[config.mk]
export PLATFORM = sky130hd
export DESIGN_NAME = seq_divider_16by8
export DESIGN_NICKNAME = d
export VERILOG_FILES = /design/src/rtl/seq_divider_16by8.sv
export SDC_FILE = /design/constraint.sdc
export NUM_CORES = 1
export LEC_CHECK = 0
export ABC_CLOCK_PERIOD_IN_PS = 4560
export BUFFER_PORTS_ARGS = -buffer_cell sky130_fd_sc_hd__buf_2
export CAP_MARGIN = 30
export CORE_UTILIZATION = 45
export DETAILED_ROUTE_END_ITERATION = 6
export GPL_ROUTABILITY_DRIVEN = 0
export GPL_TIMING_DRIVEN = 0
export PLACE_DENSITY_LB_ADDON = 0.25
export SLEW_MARGIN = 0
export SYNTH_ARGS = -nofsm -noshare
export SYNTH_HDL_FRONTEND = slang
export SYNTH_SLANG_ARGS = --single-unit
[constraint.sdc]
create_clock -name clk -period 4.56 [get_ports clk]
set_input_delay 0.456 -clock clk [delete_from_list [all_inputs] [get_ports clk]]
set_output_delay 0.456 -clock clk [all_outputs]
set_load 0.005 [all_outputs]
[src/rtl/seq_divider_16by8.sv]
// Radix-2 restoring divider: DW-bit dividend / VW-bit divisor, one quotient bit per clock.
// Optional fast path for zero divisor or dividend < divisor: define DIV_EARLY_TERM_EN.
module seq_divider_16by8 #(
    parameter int DW = 16,
    parameter int VW = 8
) (
    input  logic          clk,
    input  logic          rst,
    input  logic          start,
    input  logic [DW-1:0] dividend,
    input  logic [VW-1:0] divisor,
    output logic          busy,
    output logic          done,
    output logic [DW-1:0] quotient,
    output logic [VW-1:0] remainder,
    output logic          div_by_zero
);

    localparam int CW = $clog2(DW) + 1;

    typedef enum logic [1:0] {
        ST_IDLE = 2'd0,
        ST_CALC = 2'd1,
        ST_DONE = 2'd2
    } state_t;

    state_t        state_r,     state_s;
    logic [CW-1:0] cnt_r,       cnt_s;
    logic [DW-1:0] dvd_r,       dvd_s;
    logic [VW-1:0] dvs_r,       dvs_s;
    logic [VW-1:0] rem_r,       rem_s;
    logic [DW-1:0] quotient_r,  quotient_s;
    logic [VW-1:0] remainder_r, remainder_s;
    logic          dbz_r,       dbz_s;
    logic          busy_r,      busy_s;
    logic          done_r,      done_s;

    logic [VW:0]   trial_s;
    logic [VW-1:0] diff_s;
    logic          ge_s;
    logic [VW-1:0] rem_step_s;
    logic [DW-1:0] dvd_step_s;

    // One restoring step: compare in VW+1 bits; the difference always fits VW bits when taken.
    always_comb begin
        trial_s = {rem_r, dvd_r[DW-1]};
        diff_s  = trial_s[VW-1:0] - dvs_r;
        ge_s    = (trial_s >= {1'b0, dvs_r});
        if (ge_s) begin
            rem_step_s = diff_s;
        end else begin
            rem_step_s = trial_s[VW-1:0];
        end
        dvd_step_s = {dvd_r[DW-2:0], ge_s};
    end

    // Next-state and datapath update for the IDLE/CALC/DONE sequencer.
    always_comb begin
        state_s     = state_r;
        cnt_s       = cnt_r;
        dvd_s       = dvd_r;
        dvs_s       = dvs_r;
        rem_s       = rem_r;
        quotient_s  = quotient_r;
        remainder_s = remainder_r;
        dbz_s       = dbz_r;
        case (state_r)
            ST_IDLE: begin
                if (start) begin
                    dvd_s   = dividend;
                    dvs_s   = divisor;
                    rem_s   = {VW{1'b0}};
                    cnt_s   = {CW{1'b0}};
                    state_s = ST_CALC;
`ifdef DIV_EARLY_TERM_EN
                    if (divisor == {VW{1'b0}}) begin
                        state_s     = ST_DONE;
                        quotient_s  = {DW{1'b1}};
                        remainder_s = dividend[VW-1:0];
                        dbz_s       = 1'b1;
                    end else if (dividend < DW'(divisor)) begin
                        state_s     = ST_DONE;
                        quotient_s  = {DW{1'b0}};
                        remainder_s = dividend[VW-1:0];
                        dbz_s       = 1'b0;
                    end else begin
                        state_s = ST_CALC;
                    end
`endif
                end else begin
                    state_s = ST_IDLE;
                end
            end
            ST_CALC: begin
                rem_s = rem_step_s;
                dvd_s = dvd_step_s;
                if (cnt_r == CW'(DW - 1)) begin
                    state_s     = ST_DONE;
                    quotient_s  = dvd_step_s;
                    remainder_s = rem_step_s;
                    dbz_s       = (dvs_r == {VW{1'b0}});
                end else begin
                    cnt_s = cnt_r + CW'(1);
                end
            end
            ST_DONE: begin
                state_s = ST_IDLE;
            end
            default: begin
                state_s = ST_IDLE;
            end
        endcase
        busy_s = (state_s != ST_IDLE);
        done_s = (state_s == ST_DONE);
    end

    // State and datapath registers; reset aborts any operation without a done pulse.
    always_ff @(posedge clk) begin
        if (rst) begin
            state_r     <= ST_IDLE;
            cnt_r       <= {CW{1'b0}};
            dvd_r       <= {DW{1'b0}};
            dvs_r       <= {VW{1'b0}};
            rem_r       <= {VW{1'b0}};
            quotient_r  <= {DW{1'b0}};
            remainder_r <= {VW{1'b0}};
            dbz_r       <= 1'b0;
            busy_r      <= 1'b0;
            done_r      <= 1'b0;
        end else begin
            state_r     <= state_s;
            cnt_r       <= cnt_s;
            dvd_r       <= dvd_s;
            dvs_r       <= dvs_s;
            rem_r       <= rem_s;
            quotient_r  <= quotient_s;
            remainder_r <= remainder_s;
            dbz_r       <= dbz_s;
            busy_r      <= busy_s;
            done_r      <= done_s;
        end
    end

    assign busy        = busy_r;
    assign done        = done_r;
    assign quotient    = quotient_r;
    assign remainder   = remainder_r;
    assign div_by_zero = dbz_r;

endmodule

==> metrics.md <==
| Metric | Value |
|---|---|
| Status | `finished, final reports clean` |
| Dpl cells | `530` |
| Largest net degree at the start of global routing | `14` |
| Final nets | `483` |
| Register area share after synthesis | `0.411` |
| Async set-reset flop share out of synthesis | `0` |
| # hold bufs at CTS | `0` |
| Final antenna-violating net count | `0` |
| Routed len/inst | `14.4 um` |
| P&R area growth vs syn | `19.8%` |
| Max Freq | `449 MHz` |
| DRT Wirelength | `7870 um` |
| Avg Inst Size Synth | `8.43 um2` |
| Critical Path Fanout Max | `10` |
| Maximum vdd drop | `0.000275 V` |
| Worst path arrival time | `2490 ps` |
| Crit-path cells | `inv_1, ha_1, a21oi_2, nand2_2, o221ai_2, buf_6, nand3_1, a311oi_2` |
| EDFF count, synth | `0` |
| Total leakage power | `1.56 nW` |
| Actual slew at the worst max-slew pin | `619 ps` |
| Critical path type | `reg -> reg` |
| Hold Slack | `346 ps` |
| Total Routing Usage GR | `0.227` |
| I/O pins | `54` |
| Setup Skew | `6.48 ps` |
| # rows | `30` |
| Final Power | `1.91 mW` |
| Minimum clock period | `2230 ps` |
| Rel. slew slack | `0.587` |
| Reg2Reg Depth | `8` |
| DRT Pass-1 Iters | `6` |
| Top cells by area, synth | `dfxtp_1 (41%), nand2_1 (8.3%), nor2_1 (5.1%)` |
| Number of gates resized after cts | `0` |
| Hold/Removal Path Class | `in -> reg` |
| Initial Util | `0.470` |
| Vias | `2,925` |
| Final HPWL DP | `5740 um` |
| Finish-stage setup viols | `0` |
| Max stage delay on crit path | `460 ps` |
| Synth Instances | `381` |
| Count of final hold-check violations | `0` |
| Chip width | `86.5 um` |
| Post-synth top cells | `nand2_1 (71), dfxtp_1 (66), nor2_1 (44), a21oi_1 (27), a311oi_1 (16)` |
| Synth Cell Area | `0.00321 mm2` |
| Clk buf depth | `2` |
| Setup Buffers After CTS | `0` |
| Post-route DRC | `0` |
| Worst skew pair latency | `350 ps` |
| Max Transition Viols Final | `0` |
| WHS Path Cells | `3` |
| Post-synthesis cell type count | `57` |
| Die Y-Extent | `86.5 um` |
| Count leader, synth | `nand2_1` |
| Share of cells above drive strength 1 | `0.220` |
| MaxCap Viol Count | `0` |
| Antenna cells | `0` |
| TNS Setup | `0 ps` |
| Fin area | `0.00385 mm2` |
| Placed cell area | `0.00360 mm2` |
| CTS tree | `done` |
| CP endpoint kind | `register` |
| GRT overflow | `0` |
| Startpoint Class | `register` |
| Post-Syn Nets | `419` |
| Synth warn | `0` |
| Die area | `0.00748 mm2` |
| DR iter-0 viols | `205` |
| Fin crit share | `0.488` |
| CTS Sinks | `66` |
| PortBufs | `53` |
| Root Driver | `clkbuf_8` |
| RSZ-0062 raised after global routing | `no` |
| Core box area | `0.00683 mm2` |
| Seq cells post-synth | `66` |
| Pre-CTS setup slack | `2350 ps` |
| Worst path required time | `4820 ps` |
| Setup ws final | `2330 ps` |
| Post-synth top area cell | `dfxtp_1` |
| Clock slew at reported path FFs | `80 ps` |
| Top-area cell type share of the netlist area | `0.411` |
| Final Util | `0.563` |
| Initial antenna violation count | `0` |
| Power Density | `497 mW/mm2` |
| H-tree Lvls | `3` |
| Vias/cell | `5.36` |
| CP max stage cell | `o221ai_2` |
| Top FF cell, synth | `dfxtp_1` |
| Finished Layout Cells | `546` |
| Total CTS buffers | `9` |
| Vias in the first global route | `2,632` |
| Global-route wire length before repair | `13,000 um` |
layout make-up:
cell class	count	area [um2]
Buffer	25	126
Clock buffer	9	124
Clock inverter	7	125
Fill cell	692	2990
Inverter	13	48.8
Multi-Input combinational cell	277	1720
Sequential cell	66	1320
Tap cell	96	120
Timing Repair Buffer	53	265
logic make-up (layout without fill, tap and decap cells):
| family | Yosys count | after routing | share of synthesized area |
|---|---|---|---|
| compound gates | 93 | 93 | 0.226 |
| xor+xnor | 5 | 5 | 0.0136 |
| flops | 66 | 66 | 0.411 |
| fa+ha+maj | 11 | 11 | 0.0452 |
| buf+inv | 38 | 107 | 0.0545 |
| simple gates | 159 | 159 | 0.222 |
| mux | 9 | 9 | 0.0280 |
cells in the final DEF (no fill, tap or decap), types with 4 or more instances in the layout:
cell,n
ha_1,10
nand2b_1,5
nor2_1,44
nand2_1,71
xor2_1,4
a211oi_1,6
a311oi_2,4
a31oi_1,4
nor3_1,10
dfxtp_1,66
nand3_1,10
clkbuf_1,13
buf_2,58
a311oi_1,16
a21oi_1,27
inv_1,13
clkbuf_8,9
mux2i_1,9
o21ai_0,7
layer usage:
layer | GRT usage | up-vias | routed length [um]
met1 | 0.312 | 1357 | 3860
met4 | 0.0818 | 0 | 129
met2 | 0.353 | 77 | 3460
met5 | 0 | - | 0
met3 | 0.0495 | 14 | 415
li1 | - | 1477 | -
where the power goes:
group | total, mW | internal (mW) | switching, mW
Sequential | 0.653 | 0.612 | 0.0409
Clock | 0.613 | 0.369 | 0.245
Combinational | 0.645 | 0.259 | 0.386
Total | 1.91 | 1.24 | 0.672
worst paths after layout:
kind	endpoint	from	slack, ps
hold / removal	dvs_r[3]$_SDFFE_PP0P_	divisor[3]	350
setup reg to reg	remainder[3]$_SDFFE_PP0P_	dvs_r[4]$_SDFFE_PP0P_	2330
setup / recovery	remainder[3]$_SDFFE_PP0P_	dvs_r[4]$_SDFFE_PP0P_	2330
hold reg to reg	quotient[5]$_SDFFE_PP0P_	quotient[5]$_SDFFE_PP0P_	450
worst max-delay path: cells and delay by family, from the launching register on:
kind	cells	cell delay, ps
adder cells (fa/ha/maj)	1	380
AO/OA/AOI/OAI	3	920
flip-flops	1	370
AND/OR/NAND/NOR	2	180
buffers and inverters	2	290
sequential cells by signal, summed over array words and instances, names as in the netlist:
signal       flops
state_r          2
busy             1
dvs_r            8
rem_r            8
dvd_r           16
div_by_zero      1
quotient        16
cnt_r            5
remainder        8
done             1
Power figures use the tool's default switching activity.
